### config.mk
export PLATFORM = sky130hd
export DESIGN_NAME = alu_share_arbiter
export DESIGN_NICKNAME = d
export VERILOG_FILES = /design/src/rtl/alu_share_arbiter.sv
export SDC_FILE = /design/constraint.sdc
export NUM_CORES = 1
export LEC_CHECK = 0
export CAP_MARGIN = 40
export CORE_MARGIN = 10
export CORE_UTILIZATION = 37
export DETAILED_ROUTE_END_ITERATION = 8
export PLACE_DENSITY_LB_ADDON = 0.08
export SLEW_MARGIN = 20
export SYNTH_ARGS = -nofsm -noshare
export SYNTH_HDL_FRONTEND = slang
export SYNTH_SLANG_ARGS = --single-unit
### constraint.sdc
create_clock -name clk -period 1.6 [get_ports clk]
set_input_delay 0.4 -clock clk [delete_from_list [all_inputs] [get_ports clk]]
set_output_delay 0.4 -clock clk [all_outputs]
set_load 0.02 [all_outputs]
### src/rtl/alu_share_arbiter.sv
// -----------------------------------------------------------------------------
// alu_share_arbiter
//
// Purpose:
//   Lets two independent requesters share one external combinational ALU, for
//   example an execute stage and a debug or self-test engine. Requests arrive
//   over a valid/ready handshake and are arbitrated round-robin.
//
//   For each granted request the block:
//     1. registers the operands and opcode onto the ALU inputs,
//     2. waits one execute cycle,
//     3. captures the ALU result and flags, and
//     4. returns them to the owning requester over a held response handshake.
//
//   Illegal opcodes are screened. They never reach the ALU control input, and
//   they are answered with an error response. Each requester has a saturating
//   count of accepted requests.
//
// Ports:
//   clk, rst_n              clock; synchronous active-low reset
//   reqN_valid/reqN_ready   request handshake for requester N (0/1)
//   reqN_src1/reqN_src2     operands of requester N
//   reqN_op                 ALU control code of requester N
//   rspN_valid/rspN_ready   response handshake for requester N
//   rsp_result              captured result, shared, qualified by rspN_valid
//   rsp_zcv                 captured {zero, cout, overflow}
//   rsp_err                 response belongs to an illegal-opcode request
//   alu_src1/alu_src2       registered operands to the ALU
//   alu_ctrl                registered control code to the ALU
//   alu_result              result from the ALU
//   alu_zero/alu_cout/alu_overflow   flags from the ALU
//   busy                    a transaction is in flight (state != IDLE)
//   gnt_cnt0/gnt_cnt1       accepted-request counts, saturating at all-ones
// -----------------------------------------------------------------------------
module alu_share_arbiter #(
    parameter int WIDTH = 32,
    parameter int CNT_W = 16
) (
    input  logic             clk,
    input  logic             rst_n,

    input  logic             req0_valid,
    output logic             req0_ready,
    input  logic [WIDTH-1:0] req0_src1,
    input  logic [WIDTH-1:0] req0_src2,
    input  logic [3:0]       req0_op,

    input  logic             req1_valid,
    output logic             req1_ready,
    input  logic [WIDTH-1:0] req1_src1,
    input  logic [WIDTH-1:0] req1_src2,
    input  logic [3:0]       req1_op,

    output logic             rsp0_valid,
    input  logic             rsp0_ready,
    output logic             rsp1_valid,
    input  logic             rsp1_ready,
    output logic [WIDTH-1:0] rsp_result,
    output logic [2:0]       rsp_zcv,
    output logic             rsp_err,

    output logic [WIDTH-1:0] alu_src1,
    output logic [WIDTH-1:0] alu_src2,
    output logic [3:0]       alu_ctrl,
    input  logic [WIDTH-1:0] alu_result,
    input  logic             alu_zero,
    input  logic             alu_cout,
    input  logic             alu_overflow,

    output logic             busy,
    output logic [CNT_W-1:0] gnt_cnt0,
    output logic [CNT_W-1:0] gnt_cnt1
);

    typedef enum logic [1:0] {
        ST_IDLE = 2'd0,
        ST_EXEC = 2'd1,
        ST_RESP = 2'd2
    } state_t;

    // Opcodes the shared ALU actually implements: AND, OR, ADD, SUB, SLT, NOR.
    function automatic logic is_legal_op(input logic [3:0] op);
        logic legal;
        case (op)
            4'd0, 4'd1, 4'd2, 4'd6, 4'd7, 4'd12: legal = 1'b1;
            default:                              legal = 1'b0;
        endcase
        return legal;
    endfunction

    state_t           r_state;
    logic             r_last_grant;   // requester served most recently (1 = req1)
    logic             r_owner;        // requester owning the in-flight transaction
    logic             r_err;          // in-flight request carried an illegal opcode
    logic             r_busy;
    logic             r_rsp0_valid;
    logic             r_rsp1_valid;
    logic [WIDTH-1:0] r_rsp_result;
    logic [2:0]       r_rsp_zcv;
    logic             r_rsp_err;
    logic [WIDTH-1:0] r_alu_src1;
    logic [WIDTH-1:0] r_alu_src2;
    logic [3:0]       r_alu_ctrl;
    logic [CNT_W-1:0] r_cnt0;
    logic [CNT_W-1:0] r_cnt1;

    logic             w_gnt0;
    logic             w_gnt1;
    logic             w_accept;
    logic [WIDTH-1:0] w_sel_src1;
    logic [WIDTH-1:0] w_sel_src2;
    logic [3:0]       w_sel_op;
    logic             w_rsp_taken;

    // Round-robin grant, offered only in IDLE and never while reset is asserted.
    // Because a grant is issued only to a requester whose valid is high, the
    // grant itself already means a handshake is taking place.
    always_comb begin
        w_gnt0 = 1'b0;
        w_gnt1 = 1'b0;
        if (rst_n && (r_state == ST_IDLE)) begin
            if (req0_valid && req1_valid) begin
                if (r_last_grant) begin
                    w_gnt0 = 1'b1;
                end else begin
                    w_gnt1 = 1'b1;
                end
            end else if (req0_valid) begin
                w_gnt0 = 1'b1;
            end else if (req1_valid) begin
                w_gnt1 = 1'b1;
            end else begin
                w_gnt0 = 1'b0;
                w_gnt1 = 1'b0;
            end
        end else begin
            w_gnt0 = 1'b0;
            w_gnt1 = 1'b0;
        end
    end

    // Steer the granted requester's payload toward the ALU input registers.
    always_comb begin
        w_accept = w_gnt0 | w_gnt1;
        if (w_gnt1) begin
            w_sel_src1 = req1_src1;
            w_sel_src2 = req1_src2;
            w_sel_op   = req1_op;
        end else begin
            w_sel_src1 = req0_src1;
            w_sel_src2 = req0_src2;
            w_sel_op   = req0_op;
        end
    end

    // Only the owner's response ready retires the transaction.
    always_comb begin
        if (r_owner) begin
            w_rsp_taken = rsp1_ready;
        end else begin
            w_rsp_taken = rsp0_ready;
        end
    end

    // Transaction FSM together with every register it owns: ALU inputs,
    // response data, handshake outputs and grant counters.
    always_ff @(posedge clk) begin
        if (!rst_n) begin
            r_state      <= ST_IDLE;
            r_last_grant <= 1'b1;
            r_owner      <= 1'b0;
            r_err        <= 1'b0;
            r_busy       <= 1'b0;
            r_rsp0_valid <= 1'b0;
            r_rsp1_valid <= 1'b0;
            r_rsp_result <= {WIDTH{1'b0}};
            r_rsp_zcv    <= 3'b000;
            r_rsp_err    <= 1'b0;
            r_alu_src1   <= {WIDTH{1'b0}};
            r_alu_src2   <= {WIDTH{1'b0}};
            r_alu_ctrl   <= 4'd0;
            r_cnt0       <= {CNT_W{1'b0}};
            r_cnt1       <= {CNT_W{1'b0}};
        end else begin
            case (r_state)
                ST_IDLE: begin
                    if (w_accept) begin
                        r_alu_src1 <= w_sel_src1;
                        r_alu_src2 <= w_sel_src2;
                        // An illegal code must not reach the ALU, so the
                        // previous control value stays on the ALU control input.
                        if (is_legal_op(w_sel_op)) begin
                            r_alu_ctrl <= w_sel_op;
                            r_err      <= 1'b0;
                        end else begin
                            r_alu_ctrl <= r_alu_ctrl;
                            r_err      <= 1'b1;
                        end
                        r_owner <= w_gnt1;
                        if (w_gnt1) begin
                            if (r_cnt1 != {CNT_W{1'b1}}) begin
                                r_cnt1 <= r_cnt1 + {{(CNT_W-1){1'b0}}, 1'b1};
                            end else begin
                                r_cnt1 <= r_cnt1;
                            end
                        end else begin
                            if (r_cnt0 != {CNT_W{1'b1}}) begin
                                r_cnt0 <= r_cnt0 + {{(CNT_W-1){1'b0}}, 1'b1};
                            end else begin
                                r_cnt0 <= r_cnt0;
                            end
                        end
                        r_busy  <= 1'b1;
                        r_state <= ST_EXEC;
                    end else begin
                        r_state <= ST_IDLE;
                    end
                end

                ST_EXEC: begin
                    // The ALU inputs have been stable for a full cycle, so its
                    // combinational output is now settled and can be captured.
                    if (r_err) begin
                        r_rsp_result <= {WIDTH{1'b0}};
                        r_rsp_zcv    <= 3'b000;
                        r_rsp_err    <= 1'b1;
                    end else begin
                        r_rsp_result <= alu_result;
                        r_rsp_zcv    <= {alu_zero, alu_cout, alu_overflow};
                        r_rsp_err    <= 1'b0;
                    end
                    r_rsp0_valid <= ~r_owner;
                    r_rsp1_valid <= r_owner;
                    r_state      <= ST_RESP;
                end

                ST_RESP: begin
                    if (w_rsp_taken) begin
                        r_rsp0_valid <= 1'b0;
                        r_rsp1_valid <= 1'b0;
                        r_last_grant <= r_owner;
                        r_busy       <= 1'b0;
                        r_state      <= ST_IDLE;
                    end else begin
                        r_state <= ST_RESP;
                    end
                end

                default: begin
                    r_rsp0_valid <= 1'b0;
                    r_rsp1_valid <= 1'b0;
                    r_busy       <= 1'b0;
                    r_state      <= ST_IDLE;
                end
            endcase
        end
    end

    assign req0_ready = w_gnt0;
    assign req1_ready = w_gnt1;
    assign rsp0_valid = r_rsp0_valid;
    assign rsp1_valid = r_rsp1_valid;
    assign rsp_result = r_rsp_result;
    assign rsp_zcv    = r_rsp_zcv;
    assign rsp_err    = r_rsp_err;
    assign alu_src1   = r_alu_src1;
    assign alu_src2   = r_alu_src2;
    assign alu_ctrl   = r_alu_ctrl;
    assign busy       = r_busy;
    assign gnt_cnt0   = r_cnt0;
    assign gnt_cnt1   = r_cnt1;

endmodule

### After elaboration in Yosys (flattened, before gate mapping)

Cells that the tools add are included.

* flip-flop bits (word level): 144
* input bits: 177
* output and inout port bits: 141
* word-level logic and storage cells: 74

* $add $sub $neg: 2
* eq/ne operators: 11
* mux-type cells: 29
* bitwise operators: 5
* reductions and logical operators: 12

Operators with widths (number)
* 32-bit 2-to-1 mux: 3
* 16-bit by 1-bit adder with 16-bit output, second input constant: 2
* 16-bit != test, second input constant: 2
* 1-bit 2-to-1 mux: 19
* 1-bit one-hot mux with 3 select lines: 3
* 4-bit by 3-bit equality test with 1-bit output, second input constant: 2
* 4-bit AND reduction: 2
* 2-bit one-hot mux with 3 select lines: 1
* 2-bit AND reduction: 3
* 3-bit AND reduction: 2
* 6-bit OR reduction: 1
* 4-bit by 1-bit equality test with 1-bit output, second input constant: 1
* 4-bit by 2-bit equality test with 1-bit output, second input constant: 1
* 4-bit equality test, second input constant: 1
* 4-bit zero test: 1
* 4-bit 2-to-1 mux: 1
* 2-bit != test, second input constant: 2
* 1-bit NOT: 4
* 3-bit 2-to-1 mux: 1
* 2-bit by 1-bit equality test with 1-bit output, second input constant: 1
* 2-bit equality test, second input constant: 1
* 1-bit logical AND: 2
* 2-bit zero test: 1
* 2-bit 2-to-1 mux: 1
* 1-bit OR: 1

### Logic depth before layout (Yosys ltp)

* word-level depth: 12
* depth in mapped cells: 7
* mapped depth without buffers: 6

### Worst setup path before layout

No wires, ideal clock.

* kind: reg2reg
* start point: reg r_cnt1[7], in the netlist gnt_cnt1[7]
* end point: reg r_cnt1[3], in the netlist gnt_cnt1[3]
* setup time: 118 ps
* arrival: 1607 ps
* slack: -125 ps
* stages on the path, launching flop included: 6
* clock period less this slack: 1725 ps
* cells stage by stage: dfxtp_1 -> nand4_2 -> nor3_4 -> a31oi_4 -> and3_1 -> mux2i_1

* cells in the longest elaborated chain, start to end: 2

RTL lines
* from (decl): RTL line 105 `logic [CNT_W-1:0] r_cnt1;`
* from (signal assigned): RTL line 183 `r_cnt1 <= {CNT_W{1'b0}};`
* from (signal assigned): RTL line 202 `r_cnt1 <= r_cnt1 + {{(CNT_W-1){1'b0}}, 1'b1};`
* from (signal assigned): RTL line 204 `r_cnt1 <= r_cnt1;`
* 16-bit != test: RTL line 201 `if (r_cnt1 != {CNT_W{1'b1}}) begin`
* 4-bit AND reduction (no line)

Every way passes these cells.
A chain may end at the register's enable or synchronous reset.

### Worst setup path in the final report

* start point: reg r_state[0]
* end point: out req0_ready

* cells in the longest elaborated chain, start to end: 3

RTL lines
* from (decl): RTL line 91 `state_t r_state;`
* from (signal assigned): RTL line 169 `r_state <= ST_IDLE;`
* from (signal assigned): RTL line 214 `r_state <= ST_EXEC;`
* from (signal assigned): RTL line 216 `r_state <= ST_IDLE;`
* 2-bit zero test: RTL line 121 `if (rst_n && (r_state == ST_IDLE)) begin`
* 1-bit logical AND: RTL line 121
* 1-bit 2-to-1 mux: RTL line 121
* to (decl): RTL line 43 `output logic req0_ready,`

Every way passes these cells.

==> flow_summary.json <==
{
  "synth_area_leaders": "dfxtp_1, nand2_1, nor2_1",
  "violations": "negative setup slack",
  "cts_sinks": 144,
  "ys_ff_latch": 144,
  "place_area_um2": 10300,
  "drt_first_pass_iters": 5,
  "hold_viol_final": 0,
  "maxCapViolCount": 0,
  "final_nets": 1370,
  "drt-total-wl_um": 29700,
  "grt_max_degree": 56,
  "io_pins": 318,
  "power.density_nw_per_um2": 871,
  "cts-hold-fix-buffers": 0,
  "seq_area_frac_synth_pct": 44.6,
  "start_util_pct": 37.5,
  "synth.top_cell.area_share_pct": 44.6,
  "synth_ff_type": "dfxtp_1",
  "core-area_um2": 17200,
  "cts.reportedPaths.clkPinSlew_ns": 0.07,
  "setup_viol": 85,
  "async_flop_share_pct": 0,
  "rows": 48,
  "wl_per_cell_um": 20.8,
  "min_path_type": "reg2reg",
  "drive_above_1_share_pct": 29.8,
  "cp_slowest_stage_delay_ns": 0.34,
  "cts_tree": "built",
  "fin_worst_skew_ns": 0.00767,
  "grt_pass1_wl_um": 43800,
  "dp.cells": 1331,
  "clockBufferDepth": 2,
  "yosysMostFrequentCell": "nand2_1",
  "grt_pass1_vias": 7285,
  "route.detailed.drc": 0,
  "r2r_start": "r_state[0]$_SDFF_PN0_",
  "power_w": 0.0111,
  "final_cell_area_um2": 12700,
  "syn-num-nets": 951,
  "leakage_nw": 5.37,
  "die_w_um": 152,
  "instances_no_fill": 1429,
  "io_buffers": 317,
  "n_antenna_cell": 0,
  "yosys.cell_types.count": 52,
  "grt_antenna_before_repair": 2,
  "clk_latency_ns": 0.42,
  "crit_start": "r_state[0]$_SDFF_PN0_",
  "tightest_slew_ns": 0.394,
  "yosysTopAreaCell": "dfxtp_1",
  "cp.required_ns": 1.20,
  "postRouteAntennaNets": 0,
  "cp.arrival_ns": 1.47,
  "synth_area_per_cell_um2": 8.38,
  "max_freq_mhz": 534,
  "syn_to_final_growth_pct": 96.6,
  "maxSlewHeadroom_pct": 73.6,
  "gr-usage-all-layers_pct": 23.5,
  "vias": 7453,
  "cts_root_buffer": "clkbuf_16",
  "crit_chain": "nor3b_4 > buf_6 > buf_6 > nand3_4 > inv_4 > buf_6",
  "die_h_um": 152,
  "critPathKind": "reg2out",
  "irDropWorstVdd_v": 0.000763,
  "min-delay-start": "gnt_cnt1[15]$_SDFFE_PN0P_",
  "crit_path_frequent_cell": "buf_6",
  "cts_buffers": 17,
  "dieArea_um2": 23200,
  "worst_path_dominant_cell_family": "buffers and inverters",
  "fin_crit_sh_pct": 117,
  "rsz0062_at_grt": "true",
  "critPathSlowestCell": "dfxtp_2",
  "grt_overflow": 0,
  "yosys_warnings": 0,
  "ys_top_cells_by_count": "nand2_1, dfxtp_1, nor2_1",
  "critPathBufInv": 4,
  "drv_slew": 0,
  "gp_congestion": 0.831,
  "via_per_inst": 5.22,
  "fin_ws_ns": -0.273,
  "syn_inst": 772,
  "period_needed_ns": 1.87,
  "status": "finished with violations",
  "worstPathMaxFanout": 2,
  "place_hpwl_um": 18100,
  "end_kind": "primary output",
  "synth-edff-count": 0,
  "syn-cell-area_um2": 6470,
  "drt_iter0_drc": 324,
  "htreeDepth": 4,
  "critPathLaunchType": "register"
}
sequential cells by signal (all words and copies together) (netlist names):
| register | flops |
|---|---|
| rsp_zcv | 3 |
| rsp_result | 32 |
| r_owner | 1 |
| gnt_cnt1 | 16 |
| busy | 1 |
| r_err | 1 |
| r_state | 2 |
| alu_src1 | 32 |
| r_last_grant | 1 |
| rsp_err | 1 |
| alu_ctrl | 4 |
| alu_src2 | 32 |
| rsp0_valid | 1 |
| gnt_cnt0 | 16 |
| rsp1_valid | 1 |
cells by family (layout without fill, tap and decap cells):
kind of cell / Yosys count / count (layout) / synth area share, %
simple gates: 384 / 384 / 27.3
compound gates: 144 / 144 / 18.5
flops: 144 / 144 / 44.6
buf+inv: 66 / 498 / 4.70
xor+xnor: 21 / 21 / 2.84
mux: 11 / 11 / 1.70
fa+ha+maj: 2 / 2 / 0.387
final timing paths:
check / to / slack [ns] / cells past startpoint
max: req0_ready / -0.27 / 6
min: gnt_cnt1[15]$_SDFFE_PN0P_ / 0.45 / 1
max reg2reg: alu_src2[18]$_SDFFE_PN0P_ / -0.23 / 12
min reg2reg: gnt_cnt1[15]$_SDFFE_PN0P_ / 0.45 / 1
power by group:
part	switching, W	internal [W]
Sequential	0.000152	0.00383
Combinational	0.00142	0.00154
Clock	0.00178	0.00236
Total	0.00335	0.00772
metal layers:
metal / up-vias / global-route usage [%] / wire length (um)
met3: 43 / 6.10 / 2130
li1: 3556 / - / -
met5: - / 0 / 34
met4: 4 / 7.02 / 597
met2: 275 / 41.2 / 15300
met1: 3575 / 27.5 / 11600
final cells by class:
type	instances	area, um2
Inverter	9	53.8
Timing Repair inverter	2	23.8
Sequential cell	144	2900
Multi-Input combinational cell	562	4000
Clock buffer	17	425
Fill cell	1276	4520
Tap cell	225	282
Clock inverter	15	176
Timing Repair Buffer	455	4860
metrics by stage:
| stage | setup WS (ns) | setup TNS (ns) | hold WS (ns) | utilization [%] |
|---|---|---|---|---|
| finish | -0.273 | -10.61 | 0.454 | 73.8 |
| global route | -0.332 | -17.04 | 0.472 | 73.8 |
| CTS | -0.211 | -8.81 | 0.452 | 69.7 |
| detailed placement | -0.911 | -79.97 | 0.442 | 60.0 |
| global placement | -0.879 | -76.82 | 0.443 | 60.0 |
| floorplan | -0.00240 | -0.00240 | 0.496 | - |
cells in the final DEF, fill, tap and decap left out, types with 19 or more instances in the layout:
| cell | instances |
|---|---|
| a311oi_2 | 49 |
| a21oi_1 | 42 |
| dlygate4sd2_1 | 108 |
| nand2_1 | 138 |
| nor2_2 | 33 |
| clkdlybuf4s50_1 | 173 |
| clkbuf_16 | 19 |
| nor3b_1 | 35 |
| dfxtp_1 | 129 |
| buf_4 | 58 |
| buf_6 | 32 |
| nor2_1 | 92 |
timing repair:
item | in CTS | in global routing
cloned | 24 | 2
setup buffers | 34 | 22
gates resized for setup | 275 | 193
endpoints found under the setup margin | 242 | 116
pin swaps | 56 | 70
Note: power is estimated with default switching activity, not from simulation.
